===== src/rtl/sipo_rx.sv =====
// Serial-in, parallel-out receiver: MSB-first framed bit stream assembled into
// WIDTH-bit words and buffered in a small FIFO with a valid/ready output.
module sipo_rx #(
    parameter int WIDTH = 8,
    parameter int DEPTH = 2
) (
    input  logic             clk,
    input  logic             reset_n,
    input  logic             serial_in,
    input  logic             serial_valid,
    input  logic             frame_start,
    output logic [WIDTH-1:0] parallel_out,
    output logic             out_valid,
    input  logic             out_ready,
    output logic             overrun,
    output logic             frame_err
);

    localparam int SH_W  = WIDTH - 1;
    localparam int CNT_W = $clog2(WIDTH + 1);
    localparam int PTR_W = $clog2(DEPTH);
    localparam int OCC_W = PTR_W + 1;

    localparam logic [CNT_W-1:0] LAST_CNT = CNT_W'(WIDTH - 1);
    localparam logic [OCC_W-1:0] FULL_OCC = OCC_W'(DEPTH);

    typedef enum logic {
        IDLE  = 1'b0,
        SHIFT = 1'b1
    } state_t;

    state_t           r_state;
    state_t           w_state_nxt;
    logic [CNT_W-1:0] r_bit_cnt;
    logic [CNT_W-1:0] w_bit_cnt_nxt;
    // Only the first WIDTH-1 bits need holding; the last bit goes straight
    // from serial_in into the pushed word.
    logic [SH_W-1:0]  r_shift;
    logic [SH_W-1:0]  w_shift_nxt;
    logic [WIDTH-1:0] w_push_word;
    logic             w_push;
    logic             w_abort;
    logic             r_frame_err;

    always_ff @(posedge clk) begin
        if (!reset_n) begin
            r_state     <= IDLE;
            r_bit_cnt   <= '0;
            r_shift     <= '0;
            r_frame_err <= 1'b0;
        end else begin
            r_state     <= w_state_nxt;
            r_bit_cnt   <= w_bit_cnt_nxt;
            r_shift     <= w_shift_nxt;
            r_frame_err <= w_abort;
        end
    end

    always_comb begin
        w_state_nxt   = r_state;
        w_bit_cnt_nxt = r_bit_cnt;
        w_shift_nxt   = r_shift;
        w_push        = 1'b0;
        w_abort       = 1'b0;
        w_push_word   = {r_shift, serial_in};
        case (r_state)
            IDLE: begin
                if (serial_valid && frame_start) begin
                    w_shift_nxt   = SH_W'(serial_in);
                    w_bit_cnt_nxt = CNT_W'(1);
                    w_state_nxt   = SHIFT;
                end
            end
            SHIFT: begin
                if (serial_valid) begin
                    if (frame_start) begin
                        // Resync wins even over the bit that would complete a word.
                        w_abort       = 1'b1;
                        w_shift_nxt   = SH_W'(serial_in);
                        w_bit_cnt_nxt = CNT_W'(1);
                    end else if (r_bit_cnt == LAST_CNT) begin
                        w_push        = 1'b1;
                        w_shift_nxt   = '0;
                        w_bit_cnt_nxt = '0;
                        w_state_nxt   = IDLE;
                    end else begin
                        w_shift_nxt   = w_push_word[SH_W-1:0];
                        w_bit_cnt_nxt = r_bit_cnt + CNT_W'(1);
                    end
                end
            end
            default: begin
                w_state_nxt = IDLE;
            end
        endcase
    end

    // Output handshake: a word transfers on any rising edge where out_valid
    // and out_ready are both 1; parallel_out is held while out_ready is 0.
    logic [WIDTH-1:0] r_mem [DEPTH];
    logic [PTR_W-1:0] r_wr_ptr;
    logic [PTR_W-1:0] r_rd_ptr;
    logic [OCC_W-1:0] r_occ;
    logic             r_overrun;
    logic             w_empty;
    logic             w_full;
    logic             w_pop;
    logic             w_wr_en;
    logic             w_drop;

    assign w_empty = (r_occ == '0);
    assign w_full  = (r_occ == FULL_OCC);
    assign w_pop   = !w_empty && out_ready;
    // A pop on the same edge frees the slot, so a full FIFO still accepts.
    assign w_wr_en = w_push && (!w_full || w_pop);
    assign w_drop  = w_push && w_full && !w_pop;

    always_ff @(posedge clk) begin
        if (!reset_n) begin
            for (int i = 0; i < DEPTH; i++) begin
                r_mem[i] <= '0;
            end
            r_wr_ptr  <= '0;
            r_rd_ptr  <= '0;
            r_occ     <= '0;
            r_overrun <= 1'b0;
        end else begin
            if (w_wr_en) begin
                r_mem[r_wr_ptr] <= w_push_word;
                r_wr_ptr        <= r_wr_ptr + PTR_W'(1);
            end
            if (w_pop) begin
                r_rd_ptr <= r_rd_ptr + PTR_W'(1);
            end
            case ({w_wr_en, w_pop})
                2'b10:   r_occ <= r_occ + OCC_W'(1);
                2'b01:   r_occ <= r_occ - OCC_W'(1);
                default: r_occ <= r_occ;
            endcase
            if (w_drop) begin
                r_overrun <= 1'b1;
            end
        end
    end

    assign parallel_out = r_mem[r_rd_ptr];
    assign out_valid    = !w_empty;
    assign overrun      = r_overrun;
    assign frame_err    = r_frame_err;

endmodule


===== config.mk =====
export PLATFORM = sky130hd
export DESIGN_NAME = sipo_rx
export DESIGN_NICKNAME = d
export VERILOG_FILES = /design/src/rtl/sipo_rx.sv
export SDC_FILE = /design/constraint.sdc
export NUM_CORES = 1
export LEC_CHECK = 0
export CORE_UTILIZATION = 30
export DETAILED_ROUTE_END_ITERATION = 7
export GPL_TIMING_DRIVEN = 0
export SLEW_MARGIN = 20
export SYNTH_ARGS = -nofsm -noshare
export SYNTH_HDL_FRONTEND = slang
export SYNTH_SLANG_ARGS = --single-unit
export TNS_END_PERCENT = 5

===== constraint.sdc =====
create_clock -name clk -period 2.5 [get_ports clk]
set_input_delay 0.375 -clock clk [delete_from_list [all_inputs] [get_ports clk]]
set_output_delay 0.375 -clock clk [all_outputs]
set_load 0.02 [all_outputs]

==> impl_metrics.prom <==
# TYPE chip_impl_metric gauge
chip_impl_metric{name="netlist_area",unit="sq um"} 1600
chip_impl_metric{name="grt.total_usage",unit="%"} 11.6
chip_impl_info{name="min-delay-path-class",value="input pin to register"} 1
chip_impl_metric{name="place_worst_setup_slack",unit="ns"} -0.0846
chip_impl_metric{name="yosys_register_bits",unit=""} 35
chip_impl_metric{name="worst-path-max-fanout",unit=""} 8
chip_impl_metric{name="timing_max_transition_violations_final",unit=""} 0
chip_impl_metric{name="die_width",unit="um"} 75.0
chip_impl_metric{name="io_buffer_count",unit=""} 14
chip_impl_metric{name="final_antenna_net_count",unit=""} 0
chip_impl_metric{name="tightest_pin_transition",unit="ns"} 0.779
chip_impl_info{name="grt_setup_unrepaired",value="no"} 1
chip_impl_metric{name="post_synthesis_compound_gate_area_fraction",unit="%"} 9.24
chip_impl_info{name="critical_path.startpoint_type",value="register"} 1
chip_impl_metric{name="synth.lib_cells_used.distinct",unit=""} 41
chip_impl_metric{name="grt_pass1_wl",unit="um"} 4800
chip_impl_info{name="yosys-top-cells-area",value="edfxtp_1, dfxtp_1, nor3_2"} 1
chip_impl_metric{name="share_seq_of_total_power",unit="%"} 48.2
chip_impl_metric{name="layout-area-overhead-vs-synth",unit="%"} 22.6
chip_impl_info{name="synth_largest_area_cell",value="edfxtp_1"} 1
chip_impl_metric{name="final_layout_size_suffix_gt1_share",unit="%"} 22.0
chip_impl_metric{name="antenna_found_initial",unit=""} 0
chip_impl_metric{name="clock_latency",unit="ns"} 0.28
chip_impl_metric{name="place_hpwl",unit="um"} 1960
chip_impl_metric{name="avgRoutedWirePerCell",unit="um"} 12.0
chip_impl_metric{name="die_height",unit="um"} 75.0
chip_impl_metric{name="share_of_cell_area_taken_by_muxes_after_synthesis",unit="%"} 6.26
chip_impl_metric{name="final_critical_path_setup_slack",unit="ns"} 0.239
chip_impl_metric{name="pin_count_of_the_biggest_net_entering_global_routing",unit=""} 12
chip_impl_info{name="timing.critical_path.to_type",value="output pin"} 1
chip_impl_metric{name="antennaDiodeCount",unit=""} 0
chip_impl_metric{name="remaining_drc_errors",unit=""} 0
chip_impl_metric{name="leakagePower",unit="nW"} 0.661
chip_impl_metric{name="synth_simple_gate_area_share",unit="%"} 21.8
chip_impl_metric{name="post_synth_fa_ha_maj_area_fraction",unit="%"} 1.57
chip_impl_metric{name="synth_xor_xnor_area_share",unit="%"} 1.64
chip_impl_metric{name="grt_overflow",unit=""} 0
chip_impl_metric{name="final_period_minus_worst_setup_slack",unit="ns"} 2.26
chip_impl_metric{name="net_switching_power_figure",unit="mW"} 0.243
chip_impl_info{name="synth_top_flop_cell",value="dfxtp_1"} 1
chip_impl_info{name="main_combinational_cell_family_by_area_after_synthesis",value="simple AND/OR/NAND/NOR gates"} 1
chip_impl_metric{name="floorplan.initialDensity",unit="%"} 31.3
chip_impl_metric{name="final-instance-count-excl-fill",unit=""} 234
chip_impl_metric{name="core",unit="sq um"} 5110
chip_impl_metric{name="peakVddDrop",unit="mV"} 0.215
chip_impl_metric{name="globalplace.congestion",unit=""} 0.729
chip_impl_metric{name="standard_cell_row_count",unit=""} 26
chip_impl_metric{name="synth_edf_count",unit=""} 16
chip_impl_metric{name="cts_sinks",unit=""} 35
chip_impl_metric{name="cts_buffer_depth",unit=""} 2
chip_impl_info{name="cts-root-buf",value="clkbuf_8"} 1
chip_impl_metric{name="netlist_instances",unit=""} 142
chip_impl_metric{name="max_capacitance_violation_count",unit=""} 0
chip_impl_metric{name="crit_arrival",unit="ns"} 1.89
chip_impl_metric{name="timing.final.crit_share",unit="%"} 90.4
chip_impl_metric{name="reg2reg_slack",unit="ns"} 0.40
chip_impl_metric{name="via_per_inst",unit=""} 4.65
chip_impl_metric{name="hold_ws",unit="ns"} 0.405
chip_impl_metric{name="drt_pass1_iterations",unit=""} 5
chip_impl_metric{name="cts_resized",unit=""} 0
chip_impl_metric{name="avgSynthCellArea",unit="sq um"} 11.3
chip_impl_metric{name="htree_num_levels",unit=""} 2
chip_impl_metric{name="tritoncts.num_buffers",unit=""} 5
chip_impl_metric{name="yosysWarningCount",unit=""} 0
chip_impl_metric{name="finalClockSkew",unit="ns"} 0.00602
chip_impl_metric{name="die_area",unit="sq um"} 5620
chip_impl_metric{name="finalWirelength",unit="um"} 2810
chip_impl_metric{name="hold_viol",unit=""} 0
chip_impl_metric{name="synth.net_count",unit=""} 150
chip_impl_metric{name="synth_seq_area_share",unit="%"} 53.9
chip_impl_metric{name="ys_async_sr_fraction",unit="%"} 0
chip_impl_metric{name="combPwrFrac",unit="%"} 5.1
chip_impl_metric{name="report.final.setup_viol",unit=""} 0
chip_impl_metric{name="critPathRequiredTime",unit="ns"} 2.12
chip_impl_info{name="synth.cells.most_frequent",value="dfxtp_1, edfxtp_1, nor2_1"} 1
chip_impl_metric{name="place_area",unit="sq um"} 1830
chip_impl_metric{name="top_level_ports",unit=""} 17
chip_impl_metric{name="via_count",unit=""} 1087
chip_impl_metric{name="timing.max_slew.rel_slack",unit="%"} 47.7
chip_impl_metric{name="nets",unit=""} 171
chip_impl_metric{name="power.internal",unit="mW"} 1.04
chip_impl_metric{name="switching_share",unit="%"} 19.0
chip_impl_metric{name="hold_buf_cts",unit=""} 0
chip_impl_metric{name="cts_setup_buffers",unit=""} 0
chip_impl_metric{name="fmaxAchievable",unit="GHz"} 0.442
chip_impl_info{name="timing_worst_setup_path_type",value="register to output pin"} 1
chip_impl_metric{name="areal_power_density_over_the_cells",unit="nW/um^2"} 654
chip_impl_metric{name="n_fill_cell",unit=""} 526
chip_impl_metric{name="vias_in_the_first_global_route",unit=""} 995
chip_impl_metric{name="clkSlewWorstSetupHoldPaths",unit="ns"} 0.07
chip_impl_metric{name="yosysTopAreaCellShare",unit="%"} 30.1
chip_impl_info{name="synth_most_common_cell",value="dfxtp_1"} 1
chip_impl_metric{name="detail_route.iter0.violations",unit=""} 36
chip_impl_info{name="tritoncts",value="done"} 1
chip_impl_metric{name="placed_cells",unit=""} 226
chip_impl_info{name="outcome",value="completed"} 1
chip_impl_metric{name="post-route-cell-area",unit="sq um"} 1960
chip_impl_metric{name="pwr-share-clk",unit="%"} 46.7
-- state kept, by name (all words and copies together), names as in the netlist, named ones only --
name       cells
r_state        1
frame_err      1
r_shift        7
r_occ          2
r_rd_ptr       1
r_mem         16
r_bit_cnt      4
r_wr_ptr       1
overrun        1
-- power groups by stage --
stage | Combinational, mW | Sequential (mW) | Clock (mW)
global placement | 0.0650 | 0.630 | 0
floorplan | 0.0401 | 0.629 | 0
global route | 0.0715 | 0.619 | 0.638
finish | 0.0651 | 0.617 | 0.599
detailed placement | 0.0662 | 0.630 | 0
CTS | 0.0664 | 0.617 | 0.613
-- logic make-up (layout without fill, tap and decap cells) --
logic type / after synthesis / in the layout
compound gates: 21 / 21
simple gates: 53 / 53
flops: 35 / 35
mux: 9 / 9
buf+inv: 19 / 41
xor+xnor: 3 / 3
fa+ha+maj: 2 / 2
-- through the flow --
step                util (%)  total power [mW]  TNS (ns)
finish                  38.3              1.28         0
global route            38.3              1.33         0
CTS                     38.3              1.30         0
detailed placement      35.7             0.696     -1.18
global placement        35.7             0.695     -6.18
floorplan                  -             0.669         0
-- placed cells by master (no fill, tap or decap), types with 2 or more instances in the layout --
| cell | synthesis | final |
|---|---|---|
| edfxtp_1 | 16 | 16 |
| a21oi_1 | 3 | 3 |
| nand2_1 | 8 | 8 |
| clkbuf_8 | 0 | 5 |
| bufinv_16 | 0 | 2 |
| ha_1 | 2 | 2 |
| clkdlybuf4s50_1 | 0 | 14 |
| xnor2_1 | 2 | 2 |
| a32oi_1 | 6 | 6 |
| inv_1 | 9 | 9 |
| clkbuf_1 | 3 | 4 |
| nor2_1 | 14 | 14 |
| nor3_2 | 9 | 9 |
| buf_4 | 2 | 2 |
| nand3_1 | 2 | 2 |
| mux2_2 | 8 | 8 |
| o21ai_1 | 0 | 2 |
| dfxtp_1 | 19 | 19 |
| clkinv_1 | 2 | 2 |
| nand4b_1 | 2 | 2 |
| nand3b_1 | 2 | 2 |
| a31oi_1 | 2 | 2 |
| nor3_1 | 6 | 6 |
| o21ai_0 | 4 | 2 |
-- metal layers --
metal / vias up / part of all wire (%) / global-route usage, %
met5: - / 0 / 0
met4: 0 / 0.82 / 4.40
met3: 4 / 5.2 / 3.61
met2: 27 / 44 / 18.2
met1: 499 / 50 / 15.1
li1: 557 / - / -
-- critical path, cell delays in order (launching register included) --
cell,delay [ns]
dfxtp_1,0.31
clkbuf_1,0.37
mux2_2,0.39
clkdlybuf4s50_1,0.54
-- area by class of cell --
cell class / instances / area (sq um) / share of cell area (%)
repair buffers: 14 / 140 / 7.16
clock inverters: 2 / 60.1 / 3.07
multi-input cells: 88 / 648 / 33.1
plain buffers: 8 / 47.5 / 2.43
inverters: 11 / 41.3 / 2.11
clock buffers: 6 / 72.6 / 3.71
well taps: 70 / 87.6 / 4.47
flip-flops and latches: 35 / 861 / 44.0
-- path summary, 6_finish.rpt --
kind,from,to,cells past startpoint
hold / removal,serial_valid,frame_err$_SDFF_PN0_,3
hold reg to reg,overrun$_SDFFE_PN0P_,overrun$_SDFFE_PN0P_,2
setup reg to reg,r_bit_cnt[0]$_SDFFE_PN0P_,r_mem[1][0]$_SDFFCE_PN0P_,4
setup / recovery,register,parallel_out[0],3
No activity file was read; power rests on OpenSTA's default activity.
